### src/rtl/character_motion_if.sv
// Bundle of the frame-tick, button and collision inputs and the position/velocity/state
// outputs of the character motion engine.
interface character_motion_if #(
  parameter int POS_W = 8,
  parameter int VEL_W = 6
);
  logic                    enable;
  logic                    jump;
  logic                    move_left;
  logic                    move_right;
  logic                    left_blocked;
  logic                    right_blocked;
  logic                    up_blocked;
  logic                    down_blocked;
  logic [POS_W-1:0]        x_position;
  logic [POS_W-1:0]        y_position;
  logic signed [VEL_W-1:0] velocity;
  logic [1:0]              state;
  logic                    airborne;

  modport master (
    output enable, jump, move_left, move_right,
    output left_blocked, right_blocked, up_blocked, down_blocked,
    input  x_position, y_position, velocity, state, airborne
  );

  modport slave (
    input  enable, jump, move_left, move_right,
    input  left_blocked, right_blocked, up_blocked, down_blocked,
    output x_position, y_position, velocity, state, airborne
  );
endinterface

### src/rtl/character_motion.sv
// Per-frame motion engine for the player character: walk, jump and gravity, advancing
// only on enable ticks.
//   state      | meaning
//   GROUNDED 0 | standing on a surface, velocity 0, jump allowed on a button edge
//   RISING   1 | moving up after launch, gravity slows the ascent
//   FALLING  2 | moving down (or at apex), accelerating to terminal velocity
module character_motion #(
  parameter int POS_W      = 8,
  parameter int VEL_W      = 6,
  parameter int X_START    = 72,
  parameter int Y_START    = 0,
  parameter int X_MIN      = 0,
  parameter int X_MAX      = (1 << POS_W) - 1,
  parameter int WALK_SPEED = 2,
  parameter int JUMP_V     = 4,
  parameter int GRAVITY    = 1,
  parameter int MAX_FALL   = 8
) (
  input  logic                 clock,
  input  logic                 resetn,
  character_motion_if.slave    bus
);
  localparam logic [1:0] GROUNDED = 2'd0;
  localparam logic [1:0] RISING   = 2'd1;
  localparam logic [1:0] FALLING  = 2'd2;

  localparam logic [POS_W:0]          WALK_E   = WALK_SPEED[POS_W:0];
  localparam logic [POS_W:0]          XMIN_E   = X_MIN[POS_W:0];
  localparam logic [POS_W:0]          XMAX_E   = X_MAX[POS_W:0];
  localparam logic signed [VEL_W:0]   GRAV_E   = GRAVITY[VEL_W:0];
  localparam logic signed [VEL_W:0]   MAXF_E   = MAX_FALL[VEL_W:0];
  localparam logic signed [VEL_W-1:0] GRAV_V   = GRAVITY[VEL_W-1:0];
  localparam logic signed [VEL_W-1:0] MAXF_V   = MAX_FALL[VEL_W-1:0];
  localparam logic signed [VEL_W-1:0] LAUNCH_V = -JUMP_V[VEL_W-1:0];

  logic [POS_W-1:0]        x_q, x_d, y_q, y_d;
  logic signed [VEL_W-1:0] vel_q, vel_d;
  logic [1:0]              state_q, state_d;
  logic                    jump_prev_q, jump_prev_d;

  logic                    jump_edge, go_left, go_right;
  logic [POS_W:0]          x_ext, x_walk;
  logic signed [VEL_W:0]   v_grav;
  logic signed [VEL_W-1:0] v_rise, v_fall;

  // Position plus signed velocity, saturating at the screen edges instead of wrapping.
  function automatic logic [POS_W-1:0] y_add(input logic [POS_W-1:0] y,
                                             input logic signed [VEL_W-1:0] v);
    logic signed [POS_W+1:0] sum;
    sum = $signed({2'b00, y}) + $signed({{(POS_W+2-VEL_W){v[VEL_W-1]}}, v});
    if (sum[POS_W+1])    return '0;
    else if (sum[POS_W]) return '1;
    else                 return sum[POS_W-1:0];
  endfunction

  assign jump_edge = bus.jump & ~jump_prev_q;
  assign go_left   = bus.move_left & ~bus.move_right & ~bus.left_blocked;
  assign go_right  = bus.move_right & ~bus.move_left & ~bus.right_blocked;
  assign x_ext     = {1'b0, x_q};
  assign v_grav    = {vel_q[VEL_W-1], vel_q} + GRAV_E;
  assign v_rise    = v_grav[VEL_W-1:0];
  assign v_fall    = (v_grav > MAXF_E) ? MAXF_V : v_grav[VEL_W-1:0];

  always_comb begin
    x_walk = x_ext;
    if (go_left) begin
      if (x_ext < XMIN_E + WALK_E) x_walk = XMIN_E;
      else                         x_walk = x_ext - WALK_E;
    end else if (go_right) begin
      x_walk = x_ext + WALK_E;
      if (x_walk > XMAX_E) x_walk = XMAX_E;
    end
  end

  always_ff @(posedge clock or negedge resetn) begin
    if (!resetn) begin
      x_q         <= X_START[POS_W-1:0];
      y_q         <= Y_START[POS_W-1:0];
      vel_q       <= '0;
      state_q     <= FALLING;
      jump_prev_q <= 1'b1;
    end else begin
      x_q         <= x_d;
      y_q         <= y_d;
      vel_q       <= vel_d;
      state_q     <= state_d;
      jump_prev_q <= jump_prev_d;
    end
  end

  always_comb begin
    state_d     = state_q;
    x_d         = x_q;
    y_d         = y_q;
    vel_d       = vel_q;
    jump_prev_d = jump_prev_q;
    if (bus.enable) begin
      jump_prev_d = bus.jump;
      x_d         = x_walk[POS_W-1:0];
      case (state_q)
        GROUNDED: begin
          if (jump_edge && !bus.up_blocked) begin
            vel_d   = LAUNCH_V;
            state_d = RISING;
          end else if (!bus.down_blocked) begin
            vel_d   = GRAV_V;
            y_d     = y_add(y_q, GRAV_V);
            state_d = FALLING;
          end
        end
        RISING: begin
          if (bus.up_blocked) begin
            vel_d   = '0;
            state_d = FALLING;
          end else begin
            vel_d = v_rise;
            y_d   = y_add(y_q, v_rise);
            if (!v_rise[VEL_W-1]) state_d = FALLING;
          end
        end
        FALLING: begin
          if (bus.down_blocked) begin
            vel_d   = '0;
            state_d = GROUNDED;
          end else begin
            vel_d = v_fall;
            y_d   = y_add(y_q, v_fall);
          end
        end
        default: begin
          vel_d   = '0;
          state_d = FALLING;
        end
      endcase
    end
  end

  always_comb begin
    bus.x_position = x_q;
    bus.y_position = y_q;
    bus.velocity   = vel_q;
    bus.state      = state_q;
    bus.airborne   = (state_q != GROUNDED);
  end
endmodule

### src/flat_wrapper.sv
// flat-port wrapper written by rule: the top's interface ports become plain ports
module character_motion_flat 
#(
  parameter int POS_W      = 8,
  parameter int VEL_W      = 6,
  parameter int X_START    = 72,
  parameter int Y_START    = 0,
  parameter int X_MIN      = 0,
  parameter int X_MAX      = (1 << POS_W) - 1,
  parameter int WALK_SPEED = 2,
  parameter int JUMP_V     = 4,
  parameter int GRAVITY    = 1,
  parameter int MAX_FALL   = 8
)
  (clock, resetn, bus_enable, bus_jump, bus_move_left, bus_move_right, bus_left_blocked, bus_right_blocked, bus_up_blocked, bus_down_blocked, bus_x_position, bus_y_position, bus_velocity, bus_state, bus_airborne);
  character_motion_if #(.POS_W(POS_W), .VEL_W(VEL_W)) bus_i ();
  input  logic clock;
  input  logic resetn;
  input wire logic [$bits(bus_i.enable)-1:0] bus_enable;
  input wire logic [$bits(bus_i.jump)-1:0] bus_jump;
  input wire logic [$bits(bus_i.move_left)-1:0] bus_move_left;
  input wire logic [$bits(bus_i.move_right)-1:0] bus_move_right;
  input wire logic [$bits(bus_i.left_blocked)-1:0] bus_left_blocked;
  input wire logic [$bits(bus_i.right_blocked)-1:0] bus_right_blocked;
  input wire logic [$bits(bus_i.up_blocked)-1:0] bus_up_blocked;
  input wire logic [$bits(bus_i.down_blocked)-1:0] bus_down_blocked;
  output wire logic [$bits(bus_i.x_position)-1:0] bus_x_position;
  output wire logic [$bits(bus_i.y_position)-1:0] bus_y_position;
  output wire logic [$bits(bus_i.velocity)-1:0] bus_velocity;
  output wire logic [$bits(bus_i.state)-1:0] bus_state;
  output wire logic [$bits(bus_i.airborne)-1:0] bus_airborne;
  assign bus_i.enable = bus_enable;
  assign bus_i.jump = bus_jump;
  assign bus_i.move_left = bus_move_left;
  assign bus_i.move_right = bus_move_right;
  assign bus_i.left_blocked = bus_left_blocked;
  assign bus_i.right_blocked = bus_right_blocked;
  assign bus_i.up_blocked = bus_up_blocked;
  assign bus_i.down_blocked = bus_down_blocked;
  assign bus_x_position = bus_i.x_position;
  assign bus_y_position = bus_i.y_position;
  assign bus_velocity = bus_i.velocity;
  assign bus_state = bus_i.state;
  assign bus_airborne = bus_i.airborne;
  character_motion #(.POS_W(POS_W), .VEL_W(VEL_W), .X_START(X_START), .Y_START(Y_START), .X_MIN(X_MIN), .X_MAX(X_MAX), .WALK_SPEED(WALK_SPEED), .JUMP_V(JUMP_V), .GRAVITY(GRAVITY), .MAX_FALL(MAX_FALL)) u_core (.clock(clock), .resetn(resetn), .bus(bus_i));
endmodule
### config.mk
export PLATFORM = sky130hd
export DESIGN_NAME = character_motion_flat
export DESIGN_NICKNAME = d
export VERILOG_FILES = /design/src/rtl/character_motion_if.sv /design/src/rtl/character_motion.sv /design/src/flat_wrapper.sv
export SDC_FILE = /design/constraint.sdc
export NUM_CORES = 1
export LEC_CHECK = 0
export BUFFER_PORTS_ARGS = -buffer_cell sky130_fd_sc_hd__buf_2
export CAP_MARGIN = 20
export CORE_MARGIN = 10
export CORE_UTILIZATION = 56
export DETAILED_ROUTE_END_ITERATION = 7
export PLACE_DENSITY = 0.77
export REMOVE_ABC_BUFFERS = 1
export SLEW_MARGIN = 20
export SYNTH_ARGS = -nofsm -noshare
export SYNTH_HDL_FRONTEND = slang
export SYNTH_SLANG_ARGS = --single-unit
### constraint.sdc
create_clock -name clock -period 5.71 [get_ports clock]
set_input_delay 0.2855 -clock clock [delete_from_list [all_inputs] [get_ports clock]]
set_output_delay 0.2855 -clock clock [all_outputs]
set_load 0.005 [all_outputs]
# Word-level counts from Yosys, hierarchy flattened
# Cells that the tools add are included.
[classes]
bitwise_logic = 10
n_lt_le_gt_ge = 3
reduce_logical = 10
mux = 27
eq_ne = 9
n_addsub = 6
[op_table]
columns = ["operator", "count"]
rows = [
  ["$mux W8", 14],
  ["$mux W6", 5],
  ["$pmux W8 S3", 1],
  ["$add A9 B6 Y10", 2],
  ["$pmux W6 S3", 1],
  ["$mux W2", 5],
  ["$ne A2 B2 Y1 const B", 5],
  ["$add A8 B1 Y9 const B", 1],
  ["$add A8 B2 Y9 const B", 1],
  ["$gt A9 B8 Y1 const B", 1],
  ["$lt A8 B2 Y1 const B", 1],
  ["$sub A8 B2 Y8 const B", 1],
  ["$add A6 B2 Y7 const B", 1],
  ["$gt A7 B5 Y1 const B", 1],
  ["$pmux W2 S3", 1],
  ["$reduce_and A6 Y1", 1],
  ["$and A1 B1 Y1", 5],
  ["$not A1 Y1", 5],
  ["$reduce_and A2 Y1", 2],
  ["$reduce_and A4 Y1", 1],
  ["$reduce_bool A2 Y1", 2],
  ["$ne A3 B2 Y1 const B", 1],
  ["$ne A3 B3 Y1 const B", 1],
  ["$reduce_bool A3 Y1", 1],
  ["other kinds (5)", 5],
]
[totals]
regBits = 25

# Logic depth before layout (Yosys ltp)
[logic_depth]
word_depth = 8
mapped_depth = 15

# Worst setup path after synthesis
# No wires, ideal clock.
[synth_timing]
path_type = "flip-flop to flip-flop"
startpoint = "reg u_core.vel_q[1] (netlist: u_core.bus.velocity[1])"
endpoint = "reg u_core.y_q[6] (netlist: u_core.bus.y_position[6])"
slack_ps = 2603
required_ps = 5590
setup_time_ps = 120
arrival_ps = 2987
n_path_buf = 1
stages_incl_launch_ff = 14
cell_sequence = "dfrtp_1 ha_1 buf_2 nand3_2 or3_1 and3_1 fa_1 a21oi_1 o221ai_1 a21oi_2 nand2_1 a22oi_1 o211ai_1 o211a_1"
[synth_between]
elab_chain_cells = 8
word_cells_on_any_way = 12
cone_classes = "3 x add/sub; 1 x order compare; 8 x mux"
[synth_lines]
columns = ["item", "line_no", "text"]
rows = [
  ["from (decl)", "character_motion.sv:37", "logic signed [VEL_W-1:0] vel_q, vel_d;"],
  ["from (signal assigned)", "character_motion.sv:85", "vel_q <= vel_d;"],
  ["$add A6 B2 Y7 *", "character_motion.sv:60", "assign v_grav = {vel_q[VEL_W-1], vel_q} + GRAV_E;"],
  ["$gt A7 B5 Y1", "character_motion.sv:62", "assign v_fall = (v_grav > MAXF_E) ? MAXF_V : v_grav[VEL_W-1:0];"],
  ["$mux W6", "character_motion.sv:62", ""],
  ["$add A9 B6 Y10", "character_motion.sv:50", "sum = $signed({2'b00, y}) + $signed({{(POS_W+2-VEL_W){v[VEL_W-1]}}, v});"],
  ["$mux W8", "character_motion.sv:52", "else if (sum[POS_W]) return '1;"],
  ["$mux W8", "character_motion.sv:51", "if (sum[POS_W+1]) return '0;"],
  ["$mux W8", "character_motion.sv:122", "if (bus.down_blocked) begin"],
  ["$pmux W8 S3 *", "character_motion.sv:100", "case (state_q)"],
  ["to (signal assigned)", "character_motion.sv:78", "y_q <= Y_START[POS_W-1:0];"],
  ["to (signal assigned)", "character_motion.sv:84", "y_q <= y_d;"],
  ["to (decl)", "character_motion.sv:36", "logic [POS_W-1:0] x_q, x_d, y_q, y_d;"],
]
# Every way passes the cells marked *; elsewhere a longest branch is shown, timed or not. The select of a mux whose other input is x is not followed.
# A chain may end at the register's enable or synchronous reset.

# Worst setup path in the final report
[layout_timing]
startpoint = "reg u_core.vel_q[0] (netlist: u_core.bus.velocity[0])"
endpoint = "reg u_core.y_q[3] (netlist: u_core.bus.y_position[3])"
# The elaborated chain is that of the path after synthesis.

==> run metrics <==
status=complete, but fails checks; failing checks=negative hold slack; Synth async-reset ratio=100%; Total GRT Usage=17.4%; I/O pins=35; Inserted Clock Buffers=3; final period utilization=63.2%; core footprint=0.00520 mm²; Least-Margin Pin Slew=0.760 ns; total chip power=0.00190 W; CTS clk-pin slew, worst paths=about 0.1 ns; post-synthesis cell area=0.00307 mm²; Adder-Cell Fraction of Synth Area=12.7%; WL/cell=around 16 µm; GR Overflow Total=0; DRC viols=0; area grow syn2layout=7.54%; Clock Sinks=25; vias=3,004; cell count after synthesis=390; register area share after synthesis=20.5%; Synth cell types=71; Final ANT Viol Nets=0; Final Hold Fails=11; first-pass GRT wire length=about 13 mm; Relative slew margins=between 40 and 50%; GPL Wtd Cong=0.887; hold_buf cts=0; pre-CTS setup slack=~2.2 ns; DR vias/cell=6.18; pin count of the biggest net entering global routing=26; die footprint=around 0.0088 mm²; Filler Cell Count=475; Synth Flop Type=dfrtp_1; final worst slack=2.10 ns; synthesized area per cell=7.87 µm²; Slew Viols, Final=0; synth top area cells=dfrtp_1 (17%), ha_1 (11%), o21ai_0 (6.4%); Post CTS Setup Buffer Count=0; final WL=7.76 mm; 1st-iter DRT viols=between 150 and 200; Core Util, Final=63.4%; Clock Skews=0.0148 ns; placed instance area=around 0.0033 mm²; Initial Util=59.0%; setup TNS=0 ns; final non-filler cell area=0.00330 mm²; Die Ht=roughly 94 µm; CTS tree=yes; antenna violations before repair=0; clock buffer depth=2; largest family of logic cells by synthesized area=compound AO/OA/AOI/OAI gates; vias in the first global route=2,841; f_max=277 MHz; num rows=26; Synth Area in Simple Gates=23.1%; H-tree depth=1; Setup violations, final=0; Critical Path End Type=flip-flop; Synth Area in Compound Gates=a little under a third; Post-CTS Resized=0; Die Wd=approximately 94 µm; crit path cell chain=ha_1, nand3_2, or3_1, and3_1, fa_1, a21oi_1, o221ai_1, a21oi_2, xnor2_1, o21ai_0, a31oi_1; Root Buffer=clkbuf_8; Hold WC Path Type=in -> async; leakage power=1.43 nW; PwrDens=575 mW/mm²; worst hold slack=-0.00622 ns; Worst-Skew Late Latency=0.28 ns; CP max stage cell=dfrtp_1; CP Class=reg -> reg; yosys warns=0; post-synthesis xor/xnor area fraction=6.85%; Max VDD drop=~0.43 mV; post-route minimum period=3.61 ns; first-pass iteration count of the detailed router=5; post-layout net count=457; I/O Buffers=34; Critical Path AT=3.80 ns; Worst EP required=5.90 ns; CP Launch Type=flip-flop; DPL Wire Length=6.24 mm; number of synthesized flops with an enable pin=0; synthesis-stage register bit count=25; top cells by count, synth=o21ai_0 (39), nand2_1 (37), a21oi_1 (33); RSZ-0062 raised after global routing=false; count leader, synth=o21ai_0; Yosys top cell area share=17.1%; share of cells above drive strength 1=16.8%; Critical Path Max Stage Delay=0.56 ns; Antenna Diode Count=0; Yosys top cell by area=dfrtp_1; multiplexer area fraction after synthesis=less than 1%; total of max-cap violations=0; CP Max Fanout=11
-- where the power goes --
part / total, W / internal, W / switching, W
Clock: 0.000111 / 0.0000495 / 0.0000611
Combinational: 0.00136 / 0.000597 / 0.000759
Sequential: 0.000432 / 0.000252 / 0.000180
Total: 0.00190 / 0.000899 / 0.00100
-- cells by family after synthesis --
group                    after synthesis
multiplexers                           1
buffers and inverters                 37
AO/OA/AOI/OAI                        143
flip-flops                            25
XOR/XNOR                              21
AND/OR/NAND/NOR                      133
adder cells (fa/ha/maj)               30
-- worst max-delay path, delay by kind of cell (launching register included) --
| family | cells | cell delay [ns] |
|---|---|---|
| compound gates | 5 | 1.07 |
| fa+ha+maj | 2 | 0.84 |
| simple gates | 3 | 0.80 |
| flops | 1 | 0.56 |
| xor+xnor | 1 | 0.23 |
-- stage by stage --
step | std cells | hold WS [ns]
3_3_place_gp | 482 | 0.321
5_1_grt | 486 | 0.0393
4_1_cts | 486 | 0.0196
3_5_place_dp | 482 | 0.323
2_1_floorplan | 378 | -0.0101
6_report | 486 | -0.00622
-- cells in the final DEF, fill, tap and decap left out, drive strengths merged, types with 5 or more instances in the layout --
master and n:
a21oi 35, o31ai 6, and3 5, nand3 11, nand2 39, inv 25, nand4 7, dfrtp 21
a31oi 9, ha 28, buf 34, o21ai 45, xnor2 17, nor2 28, a21o 8, o22ai 6
and2 7, nor3 10
-- cell type report --
| class | instances | area (µm²) | share of cell area (%) |
|---|---|---|---|
| clock buffer | 3 | 41.3 | 1.25 |
| clock inverter | 1 | 7.51 | 0.227 |
| inverter | 25 | 93.8 | 2.84 |
| multi-input combinational | 328 | 2270 | 68.8 |
| sequential | 25 | 631 | 19.1 |
| tap | 70 | 87.6 | 2.65 |
| timing repair buffer | 34 | 170 | 5.16 |
-- per-layer routing --
layer | routed length, µm | global-route usage (%)
met5 | 0 | 0
met4 | 63 | 4.30
met3 | 389 | 1.92
met2 | 3700 | 29.2
met1 | 3610 | 23.0
-- sequential cells by signal, indices dropped and copies added, names as in the netlist --
| signal | flops |
|---|---|
| u_core.bus.state | 2 |
| u_core.bus.velocity | 6 |
| u_core.bus.x_position | 8 |
| u_core.bus.y_position | 8 |
| u_core.jump_prev_q | 1 |
-- worst paths after layout --
kind	startpoint	endpoint	slack, ns	cells after the start
setup / recovery	u_core.bus.velocity[0]	u_core.bus.y_position[3]	2.10	11
hold / removal	resetn	u_core.bus.velocity[5]	-0.006	1
setup reg to reg	u_core.bus.velocity[0]	u_core.bus.y_position[3]	2.10	11
hold reg to reg	u_core.bus.state[1]	u_core.bus.state[1]	0.51	2
max in group asynchronous	resetn	u_core.bus.y_position[1]	5.33	1
min in group clock	bus_jump	u_core.jump_prev_q	0.24	2
Note: power is estimated with default switching activity, not from simulation.
